File: src/rtl/llfifo_ptr_alloc.sv
// -----------------------------------------------------------------------------
// llfifo_ptr_alloc
//   Free-pointer allocator for the linked-list multi-queue FIFO. It hands out
//   unused entry pointers for pushes and recycles the pointers released by pops.
//   Pointer 0 is the null terminator and is never handed out. The usable
//   pointers 1..PTR_N-1 live in a circular free-list buffer of depth PTR_N-1.
//   After reset the buffer fills itself with one pointer per cycle (busy=1).
//
// Optional feature macro: LLFIFO_PTR_ALLOC_CHECK_EN
//   Defined     : an in-use bitmap catches double frees; they are dropped and
//                 set err[2].
//   Not defined : no bitmap and err[2] is tied 0. A double free is accepted and
//                 corrupts the list, so the caller must not do it.
//
// Ports
//   clk        in   1      sole clock, rising edge
//   rst        in   1      synchronous, active-high reset
//   busy       out  1      1 while the free list is initialising
//   alloc_rdy  out  1      a free pointer is available on alloc_ptr
//   alloc_ptr  out  PTR_W  pointer granted when alloc_en & alloc_rdy
//   alloc_en   in   1      consumer takes alloc_ptr this cycle
//   free_en    in   1      return free_ptr to the free list
//   free_ptr   in   PTR_W  pointer being released
//   free_cnt   out  PTR_W  number of pointers currently free
//   err        out  3      sticky: [0] free overflow, [1] illegal ptr,
//                          [2] double free
// -----------------------------------------------------------------------------
module llfifo_ptr_alloc #(
  parameter int PTR_N = 255,
  parameter int PTR_W = $clog2(PTR_N)
) (
  input  logic             clk,
  input  logic             rst,
  output logic             busy,
  output logic             alloc_rdy,
  output logic [PTR_W-1:0] alloc_ptr,
  input  logic             alloc_en,
  input  logic             free_en,
  input  logic [PTR_W-1:0] free_ptr,
  output logic [PTR_W-1:0] free_cnt,
  output logic [2:0]       err
);

  typedef enum logic [0:0] {
    ST_INIT  = 1'b0,
    ST_READY = 1'b1
  } state_t;

  localparam logic [PTR_W-1:0] LAST_IDX = PTR_W'(PTR_N - 2);  // last buffer slot
  localparam logic [PTR_W-1:0] FULL_CNT = PTR_W'(PTR_N - 1);  // all pointers free
  localparam logic [PTR_W:0]   PTR_LIM  = (PTR_W + 1)'(PTR_N);

  state_t           state_r;
  logic             busy_r;
  logic [PTR_W-1:0] rd_r;
  logic [PTR_W-1:0] wr_r;
  logic [PTR_W-1:0] init_cnt_r;
  logic [PTR_W-1:0] free_cnt_r;
  logic [2:0]       err_r;
  logic [PTR_W-1:0] mem_r [0:PTR_N-2];

  logic             ready_s;
  logic             rdy_s;
  logic             grant_s;
  logic             illegal_s;
  logic             ovf_s;
  logic             dbl_s;
  logic             legal_s;
  logic             we_s;
  logic [PTR_W-1:0] wdata_s;
  logic [PTR_W-1:0] rd_nxt_s;
  logic [PTR_W-1:0] wr_nxt_s;

`ifdef LLFIFO_PTR_ALLOC_CHECK_EN
  logic [(2**PTR_W)-1:0] inuse_r;
`endif

  // Decode grant/free legality and the single buffer write port.
  always_comb begin
    ready_s   = 1'b0;
    rdy_s     = 1'b0;
    grant_s   = 1'b0;
    illegal_s = 1'b0;
    ovf_s     = 1'b0;
    dbl_s     = 1'b0;
    legal_s   = 1'b0;
    we_s      = 1'b0;
    wdata_s   = '0;
    rd_nxt_s  = (rd_r == LAST_IDX) ? '0 : rd_r + PTR_W'(1);
    wr_nxt_s  = (wr_r == LAST_IDX) ? '0 : wr_r + PTR_W'(1);
    illegal_s = free_en && ((free_ptr == '0) || ({1'b0, free_ptr} >= PTR_LIM));
    if (state_r == ST_READY) begin
      ready_s = 1'b1;
      rdy_s   = (free_cnt_r != '0);
      grant_s = alloc_en && rdy_s;
      // A same-cycle grant makes room, so a free into a full list is fine then.
      ovf_s   = free_en && !illegal_s && (free_cnt_r == FULL_CNT) && !grant_s;
`ifdef LLFIFO_PTR_ALLOC_CHECK_EN
      dbl_s   = free_en && !illegal_s && !inuse_r[free_ptr];
`else
      dbl_s   = 1'b0;
`endif
      legal_s = free_en && !illegal_s && !ovf_s && !dbl_s;
      we_s    = legal_s;
      wdata_s = free_ptr;
    end else begin
      // Initialisation writes the next pointer value every cycle.
      we_s    = 1'b1;
      wdata_s = init_cnt_r;
    end
  end

  // Free-list storage; contents are only meaningful behind rd/wr.
  always_ff @(posedge clk) begin
    if (we_s && !rst) begin
      mem_r[wr_r] <= wdata_s;
    end
  end

  // Control FSM: self-initialisation, rd/wr indices, free count, sticky errors.
  always_ff @(posedge clk) begin
    if (rst) begin
      state_r    <= ST_INIT;
      busy_r     <= 1'b1;
      rd_r       <= '0;
      wr_r       <= '0;
      init_cnt_r <= PTR_W'(1);
      free_cnt_r <= '0;
      err_r      <= 3'b000;
    end else begin
      case (state_r)
        ST_INIT: begin
          wr_r       <= wr_nxt_s;
          free_cnt_r <= free_cnt_r + PTR_W'(1);
          init_cnt_r <= init_cnt_r + PTR_W'(1);
          // Frees are not accepted while the list is being built.
          if (free_en) begin
            err_r[1] <= 1'b1;
          end
          if (init_cnt_r == FULL_CNT) begin
            state_r <= ST_READY;
            busy_r  <= 1'b0;
          end
        end
        ST_READY: begin
          if (grant_s) begin
            rd_r <= rd_nxt_s;
          end
          if (legal_s) begin
            wr_r <= wr_nxt_s;
          end
          free_cnt_r <= free_cnt_r + PTR_W'(legal_s) - PTR_W'(grant_s);
          err_r      <= err_r | {dbl_s, illegal_s, ovf_s};
        end
        default: begin
          state_r <= ST_INIT;
          busy_r  <= 1'b1;
        end
      endcase
    end
  end

`ifdef LLFIFO_PTR_ALLOC_CHECK_EN
  // In-use bitmap: set on grant, cleared on legal free (never the same ptr).
  always_ff @(posedge clk) begin
    if (rst) begin
      inuse_r <= '0;
    end else begin
      if (grant_s) begin
        inuse_r[alloc_ptr] <= 1'b1;
      end
      if (legal_s) begin
        inuse_r[free_ptr] <= 1'b0;
      end
    end
  end
`endif

  assign busy      = busy_r;
  assign alloc_rdy = rdy_s;
  // Head of the free list, combinational from registered state for 0-latency grant.
  assign alloc_ptr = ready_s ? mem_r[rd_r] : '0;
  assign free_cnt  = free_cnt_r;
  assign err       = err_r;

endmodule
File: config.mk
export PLATFORM = sky130hd
export DESIGN_NAME = llfifo_ptr_alloc
export DESIGN_NICKNAME = d
export VERILOG_FILES = /design/src/rtl/llfifo_ptr_alloc.sv
export SDC_FILE = /design/constraint.sdc
export NUM_CORES = 2
export LEC_CHECK = 0
export CORE_MARGIN = 10
export CORE_UTILIZATION = 60
export DETAILED_ROUTE_END_ITERATION = 16
export HOLD_SLACK_MARGIN = 0.1
export PLACE_DENSITY = 0.76
export SYNTH_ARGS = -nofsm -noshare
export SYNTH_HDL_FRONTEND = slang
export SYNTH_SLANG_ARGS = --single-unit
export TNS_END_PERCENT = 100
File: constraint.sdc
create_clock -name clk -period 15.75 [get_ports clk]
set_input_delay 1.575 -clock clk [delete_from_list [all_inputs] [get_ports clk]]
set_output_delay 1.575 -clock clk [all_outputs]
set_load 0.005 [all_outputs]
==> flow_metrics.tcl <==
set metrics [dict create \
    outcome "completed" \
    reg2reg_slack_ns 10.10 \
    cp-endpoint "alloc_ptr[3]" \
    via_count 39974 \
    portBuffers 31 \
    h-tree-depth 4 \
    cts_tree "done" \
    drive_above_1_share_pct 22.2 \
    fp.dieW_um 388 \
    dr.first_iter.drc_count 5613 \
    start_util_pct 60.2 \
    cts.sinks 2076 \
    layout_common_cells "2032 x edfxtp_1, 527 x mux4_2, 313 x nor2_1" \
    hp-class "register to register" \
    final_antenna_net_count 0 \
    area_delta_synth_final_pct 9.96 \
    grt_overflow_total 0 \
    slew_headroom_pct 8.01 \
    setup_violations 0 \
    core_area_sq_um 135000 \
    layout.nets 3936 \
    r2r_cells 9 \
    critPathMaxFanout 66 \
    ctsResizeCount 0 \
    start_kind "register" \
    synth_edf_count 2032 \
    ys.warnings.count 0 \
    cts_setup_buffers 0 \
    layout_commonest_cell "edfxtp_1" \
    path_clk_slew_ns 0.06 \
    rsz0062_at_grt "no" \
    post-place-ws_ns 7.85 \
    wl_um 196000 \
    clock_latency_ns 0.84 \
    clk_path_buf_depth 3 \
    synthFlopType "edfxtp_1" \
    timing.rr.end "mem_r[62][3]" \
    holdPathStages 2 \
    avgSynthCellArea_sq_um 21.2 \
    cts_root_buf "clkbuf_16" \
    routedWlPerCell_um 33.5 \
    synth-seq-cells 2076 \
    antenna_found_initial 8 \
    r2r-start "free_cnt[0]" \
    via_per_inst 6.84 \
    layout_setup_ws_ns 6.95 \
    cts_hold_buf 0 \
    grt_max_degree 161 \
    cts_made_buffers 195 \
    ys_types 62 \
    num_rows 135 \
    drt_first_pass_iters 7 \
    synthesis.area_sq_um 81300 \
    nFillCells 8250 \
    fmax_mhz 114 \
    worstPathArrival_ns 7.22 \
    finalWorstPathRequiredPeriod_ns 8.80 \
    finalMaxSlewViolations 0 \
    gp_congestion 0.878 \
    max_cap_viol_count 0 \
    grt_pass1_wl_um 287000 \
    dpl_cell_area_sq_um 83200 \
    final_core_util_pct 66.2 \
    ir_drop_uv 127 \
    leakagePower_nw 26.8 \
    postSynthCellCount 3830 \
    grt_usage_pct 26.1 \
    synthArstFlopShare_pct 0 \
    dpl.hpwl_um 114000 \
    grt_pass1_vias 40191 \
    tightest_slew_ns 1.38 \
    setup_tns_ns 0 \
    critPathCaptureType "output pin" \
    skew_ns 0.0473 \
    synth_nets 3871 \
    hold_viol 0 \
    dieArea_sq_um 151000 \
    crit_required_ns 14.18 \
    fin_crit_sh_pct 55.9 \
    drc_errors 0 \
    ys_seq_area_share_pct 76.1 \
    die_y_um 388 \
    ios 33 \
    p_per_area_nw_per_um2 121 \
    fin_area_sq_um 89400 \
    path_class "register to output pin" \
]
-- kinds of logic after synthesis --
kind of cell / synth area share (%)
and+or+nand+nor: 3.00
AOI/OAI and AO/OA: 1.85
adders and majority gates: 0.455
xor gates and xnor gates: 0.280
DFF: 76.1
other: 0.00461
muxes: 16.6
buffers and inverters: 1.68
-- layout make-up --
| type | count | area, sq um | area share (%) |
|---|---|---|---|
| antenna | 2 | 5.00 | 0.00560 |
| clock buffer | 243 | 5120 | 5.73 |
| clock inverter | 122 | 1060 | 1.19 |
| inverter | 19 | 71.3 | 0.0797 |
| multi-input combinational | 1516 | 18200 | 20.4 |
| sequential | 2076 | 61900 | 69.2 |
| tap | 1781 | 2230 | 2.49 |
| timing repair buffer | 87 | 788 | 0.881 |
-- flip-flops by register name, summed over array words and instances, names as in the netlist, named ones only --
register and flops:
free_cnt 8, rd_r 8, mem_r 2032, err 2, busy 1, state_r 1
init_cnt_r 8, wr_r 8
-- synthesized netlist by cell type (18+ instances only) --
library cell	count	area, sq um
edfxtp_1	2032	61000
mux4_2	527	11900
nor2_1	314	1180
mux2i_1	125	1250
clkbuf_1	75	282
nand2_1	71	267
buf_2	68	340
o22ai_1	53	332
dfxtp_1	44	881
o21ai_0	44	220
buf_4	37	278
a21oi_1	36	180
nand3_1	34	170
ha_1	28	350
a22oi_1	26	195
buf_6	24	270
mux2_2	24	270
nand4_1	20	125
inv_1	19	71.3
nor2b_1	19	119
a211oi_1	18	135
-- metrics by stage --
stage / std cells / total power (W) / hold WS, ns
4_1_cts: 5844 / 0.0108 / 0.478
2_1_floorplan: 3830 / 0.00627 / 0.460
5_1_grt: 5844 / 0.0110 / 0.506
3_3_place_gp: 5479 / 0.00632 / 0.453
3_5_place_dp: 5479 / 0.00633 / 0.466
6_report: 5846 / 0.0108 / 0.481
-- power breakdown --
part	internal (W)	total, W	switching, W
sequential	0.00606	0.00607	0.00000574
clock	0.00254	0.00457	0.00203
combinational	0.0000227	0.000150	0.000127
total	0.00863	0.0108	0.00216
-- how the worst min path moves through the flow --
stage / start / end
final: err[0] / err[0]
after global routing: err[0] / err[0]
after CTS: busy / busy
after detailed placement: err[0] / err[0]
after global placement: busy / busy
after floorplan: busy / busy
-- per-layer routing --
| layer | wire [um] | global-route usage (%) | vias to the layer above | part of all wire [%] |
|---|---|---|---|---|
| li1 | - | - | 16012 | - |
| met1 | 71700 | 35.8 | 20868 | 37 |
| met2 | 92200 | 39.8 | 2607 | 47 |
| met3 | 23500 | 7.55 | 473 | 12 |
| met4 | 8270 | 10.4 | 14 | 4.2 |
| met5 | 97 | 0 | - | 0.050 |
-- critical path, cell delays in order (launching register included) --
cell             delay (ns)
dfxtp_4                0.80
buf_4                  0.74
buf_4                  0.90
buf_4                  0.82
mux4_2                 0.44
mux4_2                 0.56
mux4_2                 0.57
o21ai_1                0.53
o41ai_1                0.36
clkdlybuf4s50_1        0.55
Note: power is estimated with default switching activity, not from simulation.
